**src/rtl/reg_bus_master.sv**
```systemverilog
// Register-bus initiator: turns valid/ready read/write commands into active-low
// select / write-enable strobes for a bank of tri-state register targets.
module reg_bus_master #(
    parameter int WIDTH   = 16,
    parameter int NREGS   = 4,
    parameter int ADDR_W  = 2,
    parameter int RD_WAIT = 0
) (
    input  logic              clk,
    input  logic              rst,
    input  logic              cmd_valid,
    output logic              cmd_ready,
    input  logic              cmd_we,
    input  logic [ADDR_W-1:0] cmd_addr,
    input  logic [WIDTH-1:0]  cmd_wdata,
    output logic              rsp_valid,
    output logic              rsp_err,
    output logic [WIDTH-1:0]  rsp_rdata,
    output logic              busy,
    output logic [NREGS-1:0]  bus_sel_n,
    output logic              bus_we_n,
    output logic [WIDTH-1:0]  bus_wdata,
    input  logic [WIDTH-1:0]  bus_rdata
);

    typedef enum logic [1:0] {
        S_IDLE,
        S_WRITE,
        S_READ,
        S_TURN
    } state_t;

    state_t             state_q;
    logic [2:0]         cnt_q;
    logic               cmd_ready_q;
    logic               rsp_valid_q;
    logic               rsp_err_q;
    logic [WIDTH-1:0]   rsp_rdata_q;
    logic               busy_q;
    logic [NREGS-1:0]   bus_sel_n_q;
    logic               bus_we_n_q;
    logic [WIDTH-1:0]   bus_wdata_q;

    logic               addr_ok_d;
    logic [NREGS-1:0]   sel_n_d;

    assign addr_ok_d = (32'(cmd_addr) < 32'(NREGS));

    // NOTE: give every combinational output a default before any branch so no latch is inferred.
    always_comb begin
        sel_n_d = '1;
        for (int i = 0; i < NREGS; i++) begin
            if (32'(cmd_addr) == 32'(i)) begin
                sel_n_d[i] = 1'b0;
            end
        end
    end

    // NOTE: sequential state uses non-blocking assignments so every register updates from pre-edge values.
    always_ff @(posedge clk) begin
        if (rst) begin
            state_q     <= S_IDLE;
            cnt_q       <= '0;
            cmd_ready_q <= 1'b0;
            rsp_valid_q <= 1'b0;
            rsp_err_q   <= 1'b0;
            rsp_rdata_q <= '0;
            busy_q      <= 1'b0;
            bus_sel_n_q <= '1;
            bus_we_n_q  <= 1'b1;
            bus_wdata_q <= '0;
        end else begin
            case (state_q)
                S_IDLE: begin
                    cmd_ready_q <= 1'b1;
                    rsp_valid_q <= 1'b0;
                    rsp_err_q   <= 1'b0;
                    if (cmd_valid && cmd_ready_q) begin
                        cmd_ready_q <= 1'b0;
                        busy_q      <= 1'b1;
                        if (!addr_ok_d) begin
                            // Out-of-range: skip the bus entirely and respond straight from TURN.
                            state_q     <= S_TURN;
                            rsp_valid_q <= 1'b1;
                            rsp_err_q   <= 1'b1;
                            rsp_rdata_q <= '0;
                        end else if (cmd_we) begin
                            state_q     <= S_WRITE;
                            bus_sel_n_q <= sel_n_d;
                            bus_we_n_q  <= 1'b0;
                            bus_wdata_q <= cmd_wdata;
                        end else begin
                            state_q     <= S_READ;
                            bus_sel_n_q <= sel_n_d;
                            cnt_q       <= 3'(RD_WAIT);
                        end
                    end
                end
                S_WRITE: begin
                    state_q     <= S_TURN;
                    bus_sel_n_q <= '1;
                    bus_we_n_q  <= 1'b1;
                    rsp_valid_q <= 1'b1;
                    rsp_err_q   <= 1'b0;
                    rsp_rdata_q <= '0;
                end
                S_READ: begin
                    if (cnt_q == 3'd0) begin
                        state_q     <= S_TURN;
                        bus_sel_n_q <= '1;
                        rsp_valid_q <= 1'b1;
                        rsp_err_q   <= 1'b0;
                        rsp_rdata_q <= bus_rdata;
                    end else begin
                        cnt_q <= cnt_q - 3'd1;
                    end
                end
                S_TURN: begin
                    state_q     <= S_IDLE;
                    cmd_ready_q <= 1'b1;
                    busy_q      <= 1'b0;
                    rsp_valid_q <= 1'b0;
                    rsp_err_q   <= 1'b0;
                end
                default: begin
                    state_q     <= S_IDLE;
                    bus_sel_n_q <= '1;
                    bus_we_n_q  <= 1'b1;
                end
            endcase
        end
    end

    assign cmd_ready = cmd_ready_q;
    assign rsp_valid = rsp_valid_q;
    assign rsp_err   = rsp_err_q;
    assign rsp_rdata = rsp_rdata_q;
    assign busy      = busy_q;
    assign bus_sel_n = bus_sel_n_q;
    assign bus_we_n  = bus_we_n_q;
    assign bus_wdata = bus_wdata_q;

endmodule

```
**config.mk**
```make
export PLATFORM = sky130hd
export DESIGN_NAME = reg_bus_master
export DESIGN_NICKNAME = d
export VERILOG_FILES = /design/src/rtl/reg_bus_master.sv
export SDC_FILE = /design/constraint.sdc
export NUM_CORES = 1
export LEC_CHECK = 0
export BUFFER_PORTS_ARGS = -buffer_cell sky130_fd_sc_hd__buf_2
export CAP_MARGIN = 20
export CORE_UTILIZATION = 40
export CTS_CLUSTER_SIZE = 30
export DETAILED_ROUTE_END_ITERATION = 12
export PLACE_DENSITY = 0.65
export SLEW_MARGIN = 20
export SYNTH_ARGS = -nofsm -noshare
export SYNTH_HDL_FRONTEND = slang
export SYNTH_SLANG_ARGS = --single-unit
```
**constraint.sdc**
```tcl
create_clock -name clk -period 2.73 [get_ports clk]
set_input_delay 0.6825 -clock clk [delete_from_list [all_inputs] [get_ports clk]]
set_output_delay 0.6825 -clock clk [all_outputs]
set_load 0.02 [all_outputs]
```
==> results.md, run 1 <==
- Placed insts: about 330
- I/O pins: roughly 80
- Worst Setup Start Kind: register
- Area delta synth->final: 25.5%
- RSZ-0062 raised after global routing: no
- Worst Skew: around 0.0047 ns
- DRT iter0 DRCs: between 80 and 90
- CP endpoint kind: register
- Worst Setup SP: state_q[0]$_SDFFE_PP0P_
- Peak supply drop: approximately 460 uV
- CP cell instances: inv_1, ha_1, and3b_1, a21oi_4, a22oi_1, nor2_1
- CTS clk-pin slew, worst paths: 0.08 ns
- Worst-case clock buffer depth: 2
- Synthesized area: around 1900 um^2
- Slew @ Worst Pin: about 0.74 ns
- Overall global routing resource usage: 0.155
- Endpoints failing setup: 0
- FF-to-FF Start: state_q[0]$_SDFFE_PP0P_
- I/O Buffers: 77
- Leakage: between 1 and 1.5 nW
- Row cnt: 24
- Final instance area: ~2300 um^2
- PostCTS Resize Cnt: 0
- Fin cells: about 340
- Fraction of layout cells with a size suffix above 1: 0.319
- Post CTS Setup Buffer Count: 0
- Minimum clock period: a little over 2 ns
- Nets@finish: 330
- Pins over their slew limit: 0
- Worst Path Arrival: around 2.2 ns
- Largest net degree at the start of global routing: 26
- Post-synth cell types: 33
- Worst path slowest cell: a21oi_4
- WL final: between 3000 and 4000 um
- Setup TNS Final: 0 ns
- DRC violations left: 0
- Vias per cell: approximately 4.9
- Most frequent cells in the layout: 77 x buf_2, 45 x dfxtp_1, 38 x nand2_1
- Via count: approximately 1600
- Area after DPL: 2240 um^2
- Die Wd: approximately 70 um
- DR WL/cell: approximately 11 um
- Vias in the first global route: around 1500
- Syn_nets: between 200 and 300
- Filler cells: 404
- Final Hold Fails: 0
- Critical setup path kind: register to register
- HPWL Detailed: about 2600 um
- Height of the chip: approximately 70 um
- First-pass GRT wire length: slightly above 6000 um
- Hold Startpoint: bus_wdata[2]$_SDFFE_PP0P_
- Initial antenna violation count: 0
- Pre-Repair DR Iteration Count: 4
- N_diodes: 0
- H-tree lvl count: 2
- Gate Count Post-Synth: approximately 210
- Slowest Stage Delay on Critical Path: between 0.4 and 0.5 ns
- Die area: 4910 um^2
- Hold WC Path Type: register to register
- Antenna viol nets, final: 0
- Synthesized flop and latch total: 45
- Core Util, Final: 0.526
- Period utilisation layout: 0.739
- Core Box Area: 4410 um^2
- FMAX: ~500 MHz
- CP Max Fanout: 18
- Final GP Congestion: ~0.73
- Pwr dens: approximately 850 nW/um^2
- Synth warn: 0
- Sequential area share after synthesis: 0.486
- Starting Density: 0.420
- Most common cell after layout, fill and taps aside: buf_2
- Max-slew headroom: 0.506
- Post-CTS Hold Buffers: 0
- Root buffer cell: clkbuf_8
- CP required: between 2 and 3 ns
- Mean cell area of the mapped netlist: about 9 um^2
- Max Cap Viol: 0
- Status: completed
- Num Clock Sinks: 45
- TritonCTS clock tree: done
- Worst-skew pair later-pin latency: 0.29 ns
- Total CTS buffers: 5
- GRT Residual Overflow: 0
[routing by layer]
| layer | up-vias | GRT usage | routed length [um] |
|---|---|---|---|
| met5 | - | 0 | 0 |
| met4 | 0 | 0.0756 | 36 |
| met3 | 5 | 0.0476 | 305 |
| met2 | 68 | 0.257 | 1670 |
| met1 | 711 | 0.181 | 1740 |
| li1 | 851 | - | - |
[final timing paths]
kind                                endpoint  depth (start not counted)  slack (ns)
hold / removal     bus_wdata[2]$_SDFFE_PP0P_                          2        0.45
setup reg to reg  rsp_rdata[14]$_SDFFE_PP0P_                          6        0.71
setup / recovery  rsp_rdata[14]$_SDFFE_PP0P_                          6        0.71
hold reg to reg    bus_wdata[2]$_SDFFE_PP0P_                          2        0.45
[synthesized netlist by cell type, drive strengths merged]
master / n / area (um^2)
a211oi: 2 / 15.0
dfxtp: 45 / 901
mux2i: 8 / 80.1
a221o: 1 / 10.0
nand2b: 2 / 12.5
nand4b: 1 / 8.76
a21boi: 1 / 7.51
a31oi: 1 / 6.26
a2bb2oi: 1 / 8.76
nand2: 38 / 143
inv: 7 / 26.3
nor2b: 2 / 12.5
ha: 8 / 100
and3b: 1 / 8.76
a21bo: 1 / 10.0
nor4: 1 / 6.26
nor2: 34 / 130
buf: 8 / 57.6
a22oi: 18 / 140
nor3: 1 / 5.00
o21ai: 1 / 5.00
and3: 1 / 6.26
conb: 1 / 3.75
clkbuf: 5 / 18.8
or2: 1 / 6.26
nand4: 2 / 12.5
a21oi: 19 / 110
[worst max-delay path, delay by kind of cell (launching register included)]
kind / cells / cell delay, ns
AO/OA/AOI/OAI: 2 / 0.60
adder cells (fa/ha/maj): 1 / 0.29
AND/OR/NAND/NOR: 2 / 0.56
buffers and inverters: 1 / 0.10
flip-flops: 1 / 0.40
[cells by family after synthesis]
family,synth area share
AND/OR/NAND/NOR,0.190
AO/OA/AOI/OAI,0.169
flip-flops,0.486
buffers and inverters,0.0554
multiplexers,0.0432
adder cells (fa/ha/maj),0.0541
other,0.00203
[area by class of cell]
class                           instances  area [um^2]  area share
Sequential cell                        45          901       0.388
Multi-Input combinational cell        146          848       0.365
Timing Repair Buffer                   79          400       0.172
Clock buffer                            6         72.6      0.0312
Tap cell                               52         65.1      0.0280
Inverter                                7         26.3      0.0113
Clock inverter                          2         10.0     0.00431
[flip-flops by register name, indices dropped and copies added (netlist names)]
| signal | count |
|---|---|
| busy | 1 |
| bus_sel_n | 4 |
| state_q | 2 |
| rsp_valid | 1 |
| bus_we_n | 1 |
| cnt_q | 3 |
| bus_wdata | 16 |
| cmd_ready | 1 |
| rsp_rdata | 16 |
[report_power, final]
part	internal (W)	switching, W	total, W
registers	0.000755	0.0000627	0.000818
logic	0.000301	0.000483	0.000784
clock network	0.000177	0.000203	0.000380
total	0.00123	0.000749	0.00198
[per-stage QoR]
stage	worst slack, ns	hold WS [ns]	total power, W
after global placement	0.711	0.439	0.00161
after CTS	0.703	0.455	0.00201
after detailed placement	0.708	0.443	0.00162
after global routing	0.486	0.468	0.00213
final	0.712	0.452	0.00198
after floorplan	1.16	0.460	0.00147
Power figures use the tool's default switching activity.
==> run 2, diff against run 1 <==
- clock period: 2.73 -> 2.1 ns (I/O delays scaled with it)
==> run 2 against run 1 <==
Core utilization increased by 0.34 points. Clock skew decreased by 0.0022 ns. First-iteration DRC count decreased by 29%. Sequential power increased by 30%. Combinational power increased by 31%. Worst setup slack got worse by 0.49 ns. Fmax increased by 7.7%. Flip-flop and latch count unchanged. Critical endpoint is now rsp_rdata[13]$_SDFFE_PP0P_. Largest power group unchanged. Highest routed layer unchanged.
==> results.md, run 2 (synthesis gave the netlist of run 1 again) <==
- Status: completed
- Pins over their slew limit: 0 (unchanged)
- Num Clock Sinks: 45 (unchanged)
- Pwr dens: 1110 nW/um^2 (+30%)
- DRT iter0 DRCs: 60 (-29%)
- RSZ-0062 raised after global routing: no
- Die Wd: 70.0 um (unchanged)
- TritonCTS clock tree: done
- P_int: 0.00162 W (+31%)
- Placed insts: 331 (+0.61%)
- Post CTS Setup Buffer Count: 0 (unchanged)
- Worst-case clock buffer depth: 2 (unchanged)
- Seq pwr share: 0.409 (-0.004)
- WL final: 3710 um (-1.3%)
- Minimum clock period: 1.87 ns (-0.145 ns)
- PostCTS Resize Cnt: 0 (unchanged)
- Clock power share: 0.194 (+0.002)
- Period utilisation layout: 0.892 (+0.153)
- Initial antenna violation count: 0 (unchanged)
- Max Cap Viol: 0 (unchanged)
- Most frequent cells in the layout: 77 x buf_2, 45 x dfxtp_1, 38 x nand2_1
- Leakage: 1.09 nW (+0.99%)
- Overall global routing resource usage: 0.158 (+0.00284)
- Min Hold Slack: 0.452 ns (+0.000121 ns)
- Final GP Congestion: 0.796 (+9.1%)
- HPWL Detailed: 2690 um (+2.1%)
- Largest net degree at the start of global routing: 28 (+7.7%)
- Worst Skew: 0.00242 ns (-0.00223 ns)
- Fraction of layout cells with a size suffix above 1: 0.324 (+0.00474)
- Pre-Repair DR Iteration Count: 6 (+2)
- N_diodes: 0 (unchanged)
- Hold WC Path Type: register to register
- CTS clk-pin slew, worst paths: 0.08 ns (about the same)
- Final Hold Fails: 0 (unchanged)
- CP Max Fanout: 16 (-2)
- Worst-skew pair later-pin latency: 0.29 ns (about the same)
- Vias in the first global route: 1487 (+2.3%)
- Dpl ws: 0.254 ns (-0.454 ns)
- Row cnt: 24 (unchanged)
- CP required: 2.33 ns (-0.63 ns)
- Most common cell after layout, fill and taps aside: buf_2
- Endpoints failing setup: 0 (unchanged)
- Starting Density: 0.420 (unchanged)
- Critical setup path kind: register to register
- I/O Buffers: 77 (unchanged)
- Peak supply drop: 595 uV (+30%)
- Area delta synth->final: 26.3%
- First-pass GRT wire length: 6370 um (+3.4%)
- CP endpoint kind: register
- GRT Residual Overflow: 0 (unchanged)
- Nets@finish: 332 (+0.61%)
- Final setup margin: 0.226 ns (-0.485 ns)
- H-tree lvl count: 2 (unchanged)
- Worst Setup Start Kind: register
- Combinational power share: 0.397 (+0.002)
- DR WL/cell: 10.9 um (-1.9%)
- Power Total: 0.00260 W (+31%)
- DRC violations left: 0 (unchanged)
- FMAX: 534 MHz (+7.7%)
- I/O pins: 79 (unchanged)
- Height of the chip: 70.0 um (unchanged)
- Total CTS buffers: 5 (unchanged)
- Setup TNS Final: 0 ns (unchanged)
- Antenna viol nets, final: 0 (unchanged)
- Via count: 1637 (+0.12%)
- Switching power: 0.000985 W (+31%)
- Die area: 4910 um^2 (unchanged)
- Post-CTS Hold Buffers: 0 (unchanged)
- Core Box Area: 4410 um^2 (unchanged)
- Fin cells: 339 (+0.59%)
- Root buffer cell: clkbuf_8
- Sw Share: 0.379 (+0.000746)
- Vias per cell: 4.83 (-0.47%)
- Worst Path Arrival: 2.10 ns (-0.14 ns)
-- run 2: changes by cell type in the layout (fill, tap and decap cells not counted), sizes merged --
cell,before,now
buf,79,81
-- run 2: power groups by stage --
stage                     Combinational (W)  Clock (W)  Sequential (W)
after floorplan                    0.000697          0         0.00121
after global placement              0.00103          0         0.00108
after detailed placement            0.00104          0         0.00108
after CTS                           0.00105   0.000533         0.00106
after global routing                0.00115   0.000570         0.00108
final                               0.00103   0.000506         0.00106
-- run 2: worst paths after layout --
path                                                 from                         end  slack (ns)  cells past startpoint
worst max-delay path              state_q[0]$_SDFFE_PP0P_  rsp_rdata[13]$_SDFFE_PP0P_        0.23                      6
worst min-delay path            bus_wdata[7]$_SDFFE_PP0P_   bus_wdata[7]$_SDFFE_PP0P_        0.45                      2
worst max register to register    state_q[0]$_SDFFE_PP0P_  rsp_rdata[13]$_SDFFE_PP0P_        0.23                      6
worst min register to register  bus_wdata[7]$_SDFFE_PP0P_   bus_wdata[7]$_SDFFE_PP0P_        0.45                      2
-- run 2: per-stage QoR --
step           instance area, um^2   util
2_1_floorplan                 1850      -
3_3_place_gp                  2260  0.511
3_5_place_dp                  2260  0.511
4_1_cts                       2340  0.530
5_1_grt                       2340  0.530
6_report                      2340  0.530
-- run 2: routing by layer --
metal	GRT usage	part of all wire	wire, um
met5	0	0	0
met4	0.0400	0.0086	32
met3	0.0577	0.077	287
met2	0.268	0.45	1650
met1	0.188	0.47	1740
-- run 2: area by class of cell --
type                            count  area, um^2
Fill cell                         426        2080
Sequential cell                    45         901
Tap cell                           52        65.1
Clock inverter                      2        10.0
Inverter                            7        26.3
Timing Repair Buffer               81         415
Clock buffer                        6        72.6
Multi-Input combinational cell    146         848
-- run 2: worst max-delay path, stage by stage, from the launching register on --
cell and delay [ns]:
dfxtp_1 0.42, inv_1 0.11, ha_1 0.29, and3b_1 0.34, a21oi_4 0.41, a22oi_1 0.13, nor2_1 0.11
